`src/rtl/fix_query_arbiter_pkg.sv`:
```
// Shared types for the query arbiter: FSM state encoding and statistics counter width.
package fix_qarb_pkg;

  typedef enum logic [1:0] {IDLE, ISSUE, WAIT, RESP} qarb_state_t;

  localparam int STAT_W = 16;

  function automatic logic [STAT_W-1:0] sat_inc(input logic [STAT_W-1:0] c);
    return (c == '1) ? c : c + 1'b1;
  endfunction

endpackage

```
`src/rtl/fix_query_arbiter_if.sv`:
```
// Host query ports plus the parser lookup path, bundled for the arbiter.
interface fix_query_arbiter_if #(
  parameter int NUM_REQ = 4,
  parameter int MSG_W   = 10,
  parameter int TAG_W   = 32,
  parameter int VAL_W   = 256
);
  localparam int ID_W = $clog2(NUM_REQ);

  logic [NUM_REQ-1:0]       req_i;
  logic [NUM_REQ*TAG_W-1:0] req_tag_i;
  logic [NUM_REQ*MSG_W-1:0] req_msg_i;
  logic [NUM_REQ-1:0]       gnt_o;
  logic                     resp_valid_o;
  logic [ID_W-1:0]          resp_id_o;
  logic                     resp_hit_o;
  logic [VAL_W-1:0]         resp_value_o;
  logic                     read_message_o;
  logic [TAG_W-1:0]         find_tag_o;
  logic [MSG_W-1:0]         message_num_o;
  logic [VAL_W-1:0]         value_i;
  logic                     value_valid_i;
  logic                     busy_o;

  modport slave (
    input  req_i, req_tag_i, req_msg_i, value_i, value_valid_i,
    output gnt_o, resp_valid_o, resp_id_o, resp_hit_o, resp_value_o,
           read_message_o, find_tag_o, message_num_o, busy_o
  );

  modport master (
    output req_i, req_tag_i, req_msg_i, value_i, value_valid_i,
    input  gnt_o, resp_valid_o, resp_id_o, resp_hit_o, resp_value_o,
           read_message_o, find_tag_o, message_num_o, busy_o
  );

endinterface

```
`src/rtl/fix_query_arbiter_rr.sv`:
```
// Combinational round-robin pick: first set request at or above ptr, wrapping.
module fix_rr_arbiter #(
  parameter  int NUM_REQ = 4,
  localparam int ID_W    = $clog2(NUM_REQ)
) (
  input  logic [NUM_REQ-1:0] req_i,
  input  logic [ID_W-1:0]    ptr_i,
  output logic [NUM_REQ-1:0] gnt_o,
  output logic [ID_W-1:0]    id_o,
  output logic               any_o
);

  logic [ID_W-1:0] idx;

  always_comb begin
    gnt_o = '0;
    id_o  = '0;
    any_o = 1'b0;
    idx   = '0;
    for (int i = 0; i < NUM_REQ; i++) begin
      idx = ID_W'((int'(ptr_i) + i) % NUM_REQ);
      if (!any_o && req_i[idx]) begin
        gnt_o[idx] = 1'b1;
        id_o       = idx;
        any_o      = 1'b1;
      end
    end
  end

endmodule

```
`src/rtl/fix_query_arbiter.sv`:
```
// Round-robin sharing of the parser's single lookup path between NUM_REQ host requesters.
// Optional FIX_QARB_STATS_EN adds saturating grant/miss/spurious-valid counters.
module fix_query_arbiter
  import fix_qarb_pkg::*;
#(
  parameter int NUM_REQ = 4,
  parameter int MSG_W   = 10,
  parameter int TAG_W   = 32,
  parameter int VAL_W   = 256,
  parameter int TIMEOUT = 16
) (
  input  logic clk,
  input  logic rst,
  fix_query_arbiter_if.slave bus
`ifdef FIX_QARB_STATS_EN
  ,
  output logic [NUM_REQ*STAT_W-1:0] grant_cnt_o,
  output logic [STAT_W-1:0]         miss_cnt_o,
  output logic [STAT_W-1:0]         spur_cnt_o
`endif
);

  localparam int ID_W  = $clog2(NUM_REQ);
  localparam int CNT_W = $clog2(TIMEOUT + 1);

  qarb_state_t        state_q, state_d;
  logic [ID_W-1:0]    ptr_q, ptr_d;
  logic [ID_W-1:0]    id_q, id_d;
  logic [NUM_REQ-1:0] oh_q, oh_d;
  logic [TAG_W-1:0]   tag_q, tag_d;
  logic [MSG_W-1:0]   msg_q, msg_d;
  logic [CNT_W-1:0]   cnt_q, cnt_d;
  logic [VAL_W-1:0]   val_q, val_d;
  logic               hit_q, hit_d;

  logic [NUM_REQ-1:0] pick_oh;
  logic [ID_W-1:0]    pick_id;
  logic               pick_any;

  fix_rr_arbiter #(.NUM_REQ(NUM_REQ)) u_rr (
    .req_i (bus.req_i),
    .ptr_i (ptr_q),
    .gnt_o (pick_oh),
    .id_o  (pick_id),
    .any_o (pick_any)
  );

  always_ff @(posedge clk) begin
    if (rst) begin
      state_q <= IDLE;
      ptr_q   <= '0;
      id_q    <= '0;
      oh_q    <= '0;
      tag_q   <= '0;
      msg_q   <= '0;
      cnt_q   <= '0;
      val_q   <= '0;
      hit_q   <= 1'b0;
    end else begin
      state_q <= state_d;
      ptr_q   <= ptr_d;
      id_q    <= id_d;
      oh_q    <= oh_d;
      tag_q   <= tag_d;
      msg_q   <= msg_d;
      cnt_q   <= cnt_d;
      val_q   <= val_d;
      hit_q   <= hit_d;
    end
  end

  always_comb begin
    state_d = state_q;
    ptr_d   = ptr_q;
    id_d    = id_q;
    oh_d    = oh_q;
    tag_d   = tag_q;
    msg_d   = msg_q;
    cnt_d   = cnt_q;
    val_d   = val_q;
    hit_d   = hit_q;
    case (state_q)
      IDLE: begin
        // Requests are only sampled here, so a requester that drops early simply is not picked.
        if (pick_any) begin
          id_d    = pick_id;
          oh_d    = pick_oh;
          tag_d   = bus.req_tag_i[pick_id*TAG_W +: TAG_W];
          msg_d   = bus.req_msg_i[pick_id*MSG_W +: MSG_W];
          state_d = ISSUE;
        end
      end
      ISSUE: begin
        cnt_d   = '0;
        ptr_d   = (id_q == ID_W'(NUM_REQ - 1)) ? '0 : id_q + 1'b1;
        state_d = WAIT;
      end
      WAIT: begin
        cnt_d = cnt_q + 1'b1;
        if (bus.value_valid_i) begin
          val_d   = bus.value_i;
          hit_d   = 1'b1;
          state_d = RESP;
        end else if (cnt_q == CNT_W'(TIMEOUT - 1)) begin
          val_d   = '0;
          hit_d   = 1'b0;
          state_d = RESP;
        end
      end
      RESP:    state_d = IDLE;
      default: state_d = IDLE;
    endcase
  end

  assign bus.gnt_o          = (state_q == ISSUE) ? oh_q : '0;
  assign bus.read_message_o = (state_q == ISSUE);
  assign bus.resp_valid_o   = (state_q == RESP);
  assign bus.resp_id_o      = id_q;
  assign bus.resp_hit_o     = hit_q;
  assign bus.resp_value_o   = val_q;
  assign bus.find_tag_o     = tag_q;
  assign bus.message_num_o  = msg_q;
  assign bus.busy_o         = (state_q != IDLE);

`ifdef FIX_QARB_STATS_EN
  logic [NUM_REQ-1:0][STAT_W-1:0] gcnt_q;
  logic [STAT_W-1:0]              miss_q, spur_q;

  for (genvar r = 0; r < NUM_REQ; r++) begin : g_gcnt
    always_ff @(posedge clk) begin
      if (rst)                                            gcnt_q[r] <= '0;
      else if (state_q == ISSUE && id_q == ID_W'(r))      gcnt_q[r] <= sat_inc(gcnt_q[r]);
    end
  end

  always_ff @(posedge clk) begin
    if (rst) begin
      miss_q <= '0;
      spur_q <= '0;
    end else begin
      if (state_q == RESP && !hit_q)             miss_q <= sat_inc(miss_q);
      if (bus.value_valid_i && state_q != WAIT)  spur_q <= sat_inc(spur_q);
    end
  end

  assign grant_cnt_o = gcnt_q;
  assign miss_cnt_o  = miss_q;
  assign spur_cnt_o  = spur_q;
`endif

endmodule

```
`src/flat_wrapper.sv`:
```
// flat-port wrapper written by rule: the top's interface ports become plain ports
module fix_query_arbiter_flat import fix_qarb_pkg::*;
#(
  parameter int NUM_REQ = 4,
  parameter int MSG_W   = 10,
  parameter int TAG_W   = 32,
  parameter int VAL_W   = 256,
  parameter int TIMEOUT = 16
)
  (clk, rst, bus_req_i, bus_req_tag_i, bus_req_msg_i, bus_value_i, bus_value_valid_i, bus_gnt_o, bus_resp_valid_o, bus_resp_id_o, bus_resp_hit_o, bus_resp_value_o, bus_read_message_o, bus_find_tag_o, bus_message_num_o, bus_busy_o);
  fix_query_arbiter_if #(.NUM_REQ(NUM_REQ), .MSG_W(MSG_W), .TAG_W(TAG_W), .VAL_W(VAL_W)) bus_i ();
  input  logic clk;
  input  logic rst;
  input wire logic [$bits(bus_i.req_i)-1:0] bus_req_i;
  input wire logic [$bits(bus_i.req_tag_i)-1:0] bus_req_tag_i;
  input wire logic [$bits(bus_i.req_msg_i)-1:0] bus_req_msg_i;
  input wire logic [$bits(bus_i.value_i)-1:0] bus_value_i;
  input wire logic [$bits(bus_i.value_valid_i)-1:0] bus_value_valid_i;
  output wire logic [$bits(bus_i.gnt_o)-1:0] bus_gnt_o;
  output wire logic [$bits(bus_i.resp_valid_o)-1:0] bus_resp_valid_o;
  output wire logic [$bits(bus_i.resp_id_o)-1:0] bus_resp_id_o;
  output wire logic [$bits(bus_i.resp_hit_o)-1:0] bus_resp_hit_o;
  output wire logic [$bits(bus_i.resp_value_o)-1:0] bus_resp_value_o;
  output wire logic [$bits(bus_i.read_message_o)-1:0] bus_read_message_o;
  output wire logic [$bits(bus_i.find_tag_o)-1:0] bus_find_tag_o;
  output wire logic [$bits(bus_i.message_num_o)-1:0] bus_message_num_o;
  output wire logic [$bits(bus_i.busy_o)-1:0] bus_busy_o;
  assign bus_i.req_i = bus_req_i;
  assign bus_i.req_tag_i = bus_req_tag_i;
  assign bus_i.req_msg_i = bus_req_msg_i;
  assign bus_i.value_i = bus_value_i;
  assign bus_i.value_valid_i = bus_value_valid_i;
  assign bus_gnt_o = bus_i.gnt_o;
  assign bus_resp_valid_o = bus_i.resp_valid_o;
  assign bus_resp_id_o = bus_i.resp_id_o;
  assign bus_resp_hit_o = bus_i.resp_hit_o;
  assign bus_resp_value_o = bus_i.resp_value_o;
  assign bus_read_message_o = bus_i.read_message_o;
  assign bus_find_tag_o = bus_i.find_tag_o;
  assign bus_message_num_o = bus_i.message_num_o;
  assign bus_busy_o = bus_i.busy_o;
  fix_query_arbiter #(.NUM_REQ(NUM_REQ), .MSG_W(MSG_W), .TAG_W(TAG_W), .VAL_W(VAL_W), .TIMEOUT(TIMEOUT)) u_core (.clk(clk), .rst(rst), .bus(bus_i));
endmodule
```
`config.mk`:
```
export PLATFORM = sky130hd
export DESIGN_NAME = fix_query_arbiter_flat
export DESIGN_NICKNAME = d
export VERILOG_FILES = /design/src/rtl/fix_query_arbiter_pkg.sv /design/src/rtl/fix_query_arbiter_if.sv /design/src/rtl/fix_query_arbiter_rr.sv /design/src/rtl/fix_query_arbiter.sv /design/src/flat_wrapper.sv
export SDC_FILE = /design/constraint.sdc
export NUM_CORES = 1
export LEC_CHECK = 0
export ABC_CLOCK_PERIOD_IN_PS = 3200
export CAP_MARGIN = 20
export CORE_AREA = 2 2 284 286
export CTS_CLUSTER_SIZE = 12
export DETAILED_ROUTE_END_ITERATION = 12
export DIE_AREA = 0 0 286 288
export GPL_ROUTABILITY_DRIVEN = 0
export SETUP_SLACK_MARGIN = 0.05
export SYNTH_ARGS = -nofsm -noshare
export SYNTH_HDL_FRONTEND = slang
export SYNTH_HIERARCHICAL = 1
export SYNTH_SLANG_ARGS = --single-unit
```
`constraint.sdc`:
```
create_clock -name clk -period 3.2 [get_ports clk]
set_input_delay 0.96 -clock clk [delete_from_list [all_inputs] [get_ports clk]]
set_output_delay 0.96 -clock clk [all_outputs]
set_load 0.005 [all_outputs]
```
==> flow_summary.json, run 1 <==
{
  "coreArea_mm2": 0.0796,
  "root_buffer": "clkbuf_16",
  "leakage_nw": 7.82,
  "synth-compound-area-share": 0.155,
  "synth_fa_ha_area_frac": 0.0128,
  "io_pins": 739,
  "ys_seq_elements": 314,
  "avgSynthCellArea_um2": 8.42,
  "wirelength_mm": 55.4,
  "rsz0062_at_grt": "false",
  "grt.total_usage": 0.125,
  "area_delta_synth_final_pct": 78.9,
  "clk_pin_slew_ps": 50,
  "antenna_found_initial": 3,
  "maxCapViolations": 0,
  "die_h_um": 288,
  "fmax_mhz": 333,
  "layoutNonFillerInstCount": 3300,
  "synth-seq-area-share": 0.493,
  "wl_per_cell_um": 16.8,
  "slew_violations": 0,
  "rr_startpoint": "u_core/ptr_q[0]$_SDFFE_PP0N_",
  "r2r-end": "u_core/bus.find_tag_o[24]$_SDFFE_PP0P_",
  "clk_latency_ps": 540,
  "cts_sinks": 314,
  "cp-end-kind": "primary output",
  "irDropWorstVdd_uv": 399,
  "htree_num_levels": 2,
  "holdPathEnd": "u_core/bus.resp_value_o[249]$_SDFFE_PP0P_",
  "num_vias": 13700,
  "fillers": 8501,
  "num_rows": 104,
  "cts_buffers": 39,
  "reg2reg_depth": 10,
  "hp-class": "reg2reg",
  "cts.path.max_buffers": 3,
  "synth_area_mm2": 0.0127,
  "drt_iter0_drc": 472,
  "port-buffer-count": 738,
  "finalSetupViolCount": 0,
  "grt_pass1_wl_mm": 80.8,
  "path_class": "reg2out",
  "synth_xor_area_frac": 0,
  "r2r_slack_ps": 380,
  "syn-instance-count": 1513,
  "finClkSkew_ps": 8.59,
  "ant_nets": 0,
  "whs_ps": 448,
  "dieArea_mm2": 0.0824,
  "p_per_area_mw_per_mm2": 654,
  "place_hpwl_mm": 40.1,
  "fin_crit_ps": 3010,
  "layout.nets": 2656,
  "cp.arrival_ps": 2050,
  "synth-simple-area-share": 0.206,
  "synth.mux.area_fraction": 0.0810,
  "viasPerCell": 4.14,
  "critPathLaunch": "u_core/state_q[1]$_SDFFE_PP0P_",
  "cts_tree": "yes",
  "cp-start-kind": "register",
  "grt_pass1_vias": 13400,
  "layout-drive-gt1-share": 0.0705,
  "status": "finished clean",
  "relSlewSlack": 0.547,
  "crit_required_ps": 2240,
  "gr-total-overflow": 0,
  "worst_hold_startpoint": "u_core/bus.resp_value_o[249]$_SDFFE_PP0P_",
  "drc": 0,
  "dp.cells": 3227,
  "finalHoldViolCount": 0,
  "tightestPinTransition_ps": 679,
  "holdPathStages": 2,
  "crit_fanout": 7,
  "cts-hold-fix-buffers": 0,
  "diodes": 0,
  "die_w_um": 286,
  "syn_nets": 1957,
  "period_share": 0.939,
  "ys_types": 42,
  "grt_max_degree": 119,
  "initial_core_util": 0.160,
  "ys_warn_count": 6,
  "dr.pass1.iters": 5,
  "synth_top_family_by_area": "simple AND/OR/NAND/NOR gates"
}
==> layer usage <==
metal	vias up	global-route usage	part of all wire
met1	6351	0.148	0.41
li1	6665	-	-
met3	104	0.0421	0.087
met2	527	0.206	0.47
met5	-	0	0.00043
met4	4	0.0503	0.034
==> final cells by class <==
| class | instances | area, µm² | area share |
|---|---|---|---|
| Clock buffer | 61 | 1140 | 0.0501 |
| Clock inverter | 8 | 68.8 | 0.00302 |
| Inverter | 10 | 37.5 | 0.00165 |
| Multi-Input combinational cell | 1046 | 5850 | 0.257 |
| Sequential cell | 314 | 6290 | 0.276 |
| Tap cell | 1060 | 1330 | 0.0582 |
| Timing Repair Buffer | 801 | 8090 | 0.355 |
==> critical path: stages, from the launching register on <==
cell             delay, ps
dfxtp_1                350
inv_1                  110
ha_2                   290
and2_1                 160
clkdlybuf4s50_1        600
==> power breakdown <==
part | internal (W) | switching [W]
registers | 0.00447 | 0.000318
logic | 0.00310 | 0.00270
clock network | 0.00252 | 0.00178
==> worst max path at each step <==
stage,endpoint,slack (ps)
2_1_floorplan,u_core/bus.find_tag_o[0]$_SDFFE_PP0P_,80
3_3_place_gp,u_core/bus.message_num_o[1]$_SDFFE_PP0P_,-410
3_5_place_dp,u_core/bus.find_tag_o[18]$_SDFFE_PP0P_,-490
4_1_cts,bus_gnt_o[2],60
5_1_grt,bus_busy_o,60
6_report,bus_gnt_o[3],190
==> repair_timing <==
action	CTS	global route
gates resized for setup	1	12
gates cloned	0	1
setup endpoints to repair	4	42
buffers inserted	0	3
pin swaps	0	1
endpoints found under the hold margin	0	0
==> synthesized netlist by cell type (all sizes together) <==
cell type	count	area, µm²
nand3	259	1300
and3	1	6.26
buf	65	334
o31ai	1	7.51
inv	10	37.5
nor4b	1	23.8
nor3	2	15.0
or3	3	18.8
a221o	25	250
ha	13	163
nand4b	2	17.5
and2	6	37.5
a31oi	1	6.26
nor4	1	6.26
mux2	27	304
o211ai	1	7.51
nor2b	2	12.5
a2bb2oi	16	140
a22oi	8	60.1
o311ai	1	8.76
o21ai	23	115
a32o	1	10.0
mux4	4	97.6
dfxtp	314	6290
o211a	1	10.0
nand3b	1	7.51
clkbuf	78	293
o221ai	1	8.76
nor2	31	116
mux2i	63	631
o22ai	1	6.26
nand2b	1	6.26
a21oi	269	1350
nand2	279	1050
and2b	1	8.76
==> metrics by stage <==
step | setup TNS, ps | total power, W | setup WS, ps | instance area, µm² | utilization
final | 0 | 0.0149 | 194 | 22800 | 0.286
after global routing | 0 | 0.0157 | 64.8 | 22800 | 0.286
after CTS | 0 | 0.0150 | 56.8 | 22700 | 0.286
after detailed placement | -19380 | 0.0106 | -491 | 21500 | 0.270
after global placement | -16520 | 0.0105 | -415 | 21500 | 0.270
after floorplan | 0 | 0.00775 | 76.4 | 12700 | -
==> sequential cells by signal (all words and copies together) (netlist names) <==
| name | count |
|---|---|
| u_core/bus.find_tag_o | 32 |
| u_core/oh_q | 4 |
| u_core/bus.resp_id_o | 2 |
| u_core/ptr_q | 2 |
| u_core/cnt_q | 5 |
| u_core/bus.message_num_o | 10 |
| u_core/state_q | 2 |
| u_core/bus.resp_hit_o | 1 |
| u_core/bus.resp_value_o | 256 |
==> cell families (layout without fill, tap and decap cells) <==
| group | Yosys count | after routing |
|---|---|---|
| AOI/OAI and AO/OA | 349 | 349 |
| muxes | 94 | 94 |
| buffers and inverters | 153 | 880 |
| adders and majority gates | 13 | 13 |
| DFF | 314 | 314 |
| and+or+nand+nor | 590 | 590 |
==> layout by cell type (no fill, tap or decap), drive strengths merged, types with 2 or more instances in the layout <==
| cell type | n |
|---|---|
| mux2i | 63 |
| nand2 | 279 |
| nand4b | 2 |
| and2 | 6 |
| buf | 63 |
| a22oi | 8 |
| mux4 | 4 |
| clkbuf | 63 |
| a221o | 25 |
| or3 | 3 |
| inv | 10 |
| ha | 13 |
| nor2b | 2 |
| a2bb2oi | 16 |
| nand3 | 259 |
| dfxtp | 314 |
| o21ai | 23 |
| clkdlybuf4s50 | 730 |
| dlymetal6s2s | 6 |
| nor3 | 2 |
| a21oi | 269 |
| nor2 | 31 |
| clkinv | 7 |
| mux2 | 27 |
(Power assumes the default switching activity.)
==> run 2: changes to the inputs <==
--- a/config.mk
+++ b/config.mk
@@ -7,10 +7,11 @@
 export LEC_CHECK = 0
 export ABC_CLOCK_PERIOD_IN_PS = 3200
 export CAP_MARGIN = 20
-export CORE_AREA = 2 2 284 286
+export CORE_AREA = 2 2 288 290
+export CTS_BUF_LIST = sky130_fd_sc_hd__clkbuf_2 sky130_fd_sc_hd__clkbuf_4 sky130_fd_sc_hd__clkbuf_8
 export CTS_CLUSTER_SIZE = 12
 export DETAILED_ROUTE_END_ITERATION = 12
-export DIE_AREA = 0 0 286 288
+export DIE_AREA = 0 0 290 292
 export GPL_ROUTABILITY_DRIVEN = 0
 export SETUP_SLACK_MARGIN = 0.05
 export SYNTH_ARGS = -nofsm -noshare
==> run 2 against run 1 <==
Core utilization shrank 0.68 points; setup slack lost 68 ps; via count grew 0.56%; total power shrank 1.1%.
==> flow_summary.json, run 2 (same netlist as run 1, synthesis figures left out) <==
{
  "relSlewSlack": 0.515,
  "final_common_cell": "clkdlybuf4s50_1",
  "wirelength_mm": 55.2,
  "ant_nets": 0,
  "rsz0062_at_grt": "false",
  "final_cell_mix": "clkdlybuf4s50_1 (733), dfxtp_1 (312), nand2_1 (278)",
  "crit_required_ps": 3720,
  "cp_cell_sequence": "clkdlybuf4s50_1 > buf_4 > mux4_2 > buf_4 > nor4b_4 > nor2_1 > a32o_2 > nand4b_1 > buf_12 > nor2_1 > a221o_1",
  "htree_num_levels": 2,
  "slew_violations": 0,
  "coreArea_mm2": 0.0816,
  "layout.nets": 2664,
  "switching_power_w": 0.00474,
  "crit_fanout": 42,
  "period_share": 0.961,
  "p_per_area_mw_per_mm2": 647,
  "cts_sinks": 314,
  "num_vias": 13700,
  "grt.total_usage": 0.123,
  "die_w_um": 290,
  "diodes": 0,
  "dieArea_mm2": 0.0847,
  "dp.cells": 3228,
  "wl_per_cell_um": 16.6,
  "cts-hold-fix-buffers": 0,
  "dr.pass1.iters": 5,
  "cts_buffers": 59,
  "area_delta_synth_final_pct": 78.9,
  "p_total_w": 0.0147,
  "finalSetupViolCount": 0,
  "largest_reg_flops": 256,
  "cts.path.max_buffers": 3,
  "viasPerCell": 4.12,
  "fin_crit_ps": 3070,
  "layout-drive-gt1-share": 0.0884,
  "critPathMaxStageDelay_ps": 470,
  "irDropWorstVdd_uv": 492,
  "cp.arrival_ps": 3590,
  "port-buffer-count": 738,
  "clk_latency_ps": 640,
  "initial_core_util": 0.156,
  "num_rows": 105,
  "gr-total-overflow": 0,
  "cts_tree": "yes",
  "die_h_um": 292,
  "cp_top_family": "buffers and inverters",
  "clkPwrFrac": 0.286,
  "drc": 0,
  "place_hpwl_mm": 40.0,
  "grt_pass1_wl_mm": 82.6,
  "maxCapViolations": 0,
  "path_class": "in2reg",
  "finalHoldViolCount": 0,
  "antenna_found_initial": 8,
  "grt_pass1_vias": 13600,
  "hp-class": "reg2reg",
  "fmax_mhz": 325,
  "io_pins": 739,
  "grt_max_degree": 123,
  "clk_pin_slew_ps": 50,
  "cp-end-kind": "register",
  "leakage_nw": 7.84,
  "status": "finished clean",
  "slowest_stage": "mux4_2",
  "drt_iter0_drc": 527,
  "layoutNonFillerInstCount": 3332,
  "switching_share": 0.322,
  "tightestPinTransition_ps": 728,
  "finClkSkew_ps": 28.9,
  "root_buffer": "clkbuf_8",
  "pwr-share-seq": 0.326,
  "cp-start-kind": "input port",
  "comb_power_share": 0.388,
  "path_buf_inv": 4,
  "p_int_w": 0.0100
}
## run 2: stage by stage
| step | cell area (µm²) | TNS (ps) | worst slack [ps] | utilization | hold slack [ps] |
|---|---|---|---|---|---|
| 3_3_place_gp | 21500 | -23060 | -656 | 0.263 | 437 |
| 6_report | 22800 | 0 | 126 | 0.279 | 446 |
| 2_1_floorplan | 12700 | 0 | 76.4 | - | 432 |
| 3_5_place_dp | 21500 | -25410 | -716 | 0.263 | 442 |
| 5_1_grt | 22800 | 0 | 83.0 | 0.279 | 463 |
| 4_1_cts | 22800 | 0 | 57.7 | 0.279 | 450 |
## run 2: layout make-up
cell class	count	area [µm²]
fill	8714	58800
timing repair buffer	789	8020
sequential	314	6290
multi-input combinational	1046	5860
tap	1070	1340
clock buffer	99	1210
clock inverter	4	45.0
inverter	10	37.5
## run 2: path summary, 6_finish.rpt
kind	slack (ps)	start	end	cells past startpoint
setup / recovery	130	bus_req_i[2]	u_core/bus.message_num_o[7]$_SDFFE_PP0P_	11
hold / removal	450	u_core/bus.resp_value_o[14]$_SDFFE_PP0P_	u_core/bus.resp_value_o[14]$_SDFFE_PP0P_	2
setup reg to reg	340	u_core/ptr_q[1]$_SDFFE_PP0N_	u_core/bus.message_num_o[7]$_SDFFE_PP0P_	11
hold reg to reg	450	u_core/bus.resp_value_o[14]$_SDFFE_PP0P_	u_core/bus.resp_value_o[14]$_SDFFE_PP0P_	2
## run 2: power by group through the flow
stage | Clock (W) | Sequential, W | Combinational (W)
6_report | 0.00421 | 0.00481 | 0.00573
5_1_grt | 0.00454 | 0.00487 | 0.00617
4_1_cts | 0.00440 | 0.00481 | 0.00571
3_5_place_dp | 0 | 0.00487 | 0.00567
3_3_place_gp | 0 | 0.00487 | 0.00563
2_1_floorplan | 0 | 0.00487 | 0.00288
## run 2: worst register-to-register path, delay by kind of cell, from the launching register on
kind                     cells  cell delay, ps
AND/OR/NAND/NOR              4             590
flip-flops                   1             400
buffers and inverters        3             530
AO/OA/AOI/OAI                2             540
multiplexers                 1             330
adder cells (fa/ha/maj)      1             360
## run 2: routing by layer
metal / global-route usage / vias to the layer above / wire length (µm)
li1: - / 6679 / -
met1: 0.141 / 6340 / 22000
met2: 0.209 / 578 / 26200
met3: 0.0471 / 119 / 5120
met4: 0.0455 / 12 / 1810
met5: 0 / - / 88
## run 2: timing repair
action	in CTS	in global routing
gates resized for setup	6	6
endpoints found under the hold margin	0	0
endpoints found under the setup margin	7	42
pin swaps	0	1
buffers inserted	0	1
==> run 3: changes to the inputs <==
--- a/config.mk
+++ b/config.mk
@@ -6,7 +6,7 @@
 export NUM_CORES = 1
 export LEC_CHECK = 0
 export ABC_CLOCK_PERIOD_IN_PS = 3200
-export CAP_MARGIN = 20
+export CAP_MARGIN = 40
 export CORE_AREA = 2 2 288 290
 export CTS_BUF_LIST = sky130_fd_sc_hd__clkbuf_2 sky130_fd_sc_hd__clkbuf_4 sky130_fd_sc_hd__clkbuf_8
 export CTS_CLUSTER_SIZE = 12
==> results of run 3 <==
No change in the layout: final DEF, timing and power equal those of run 2.
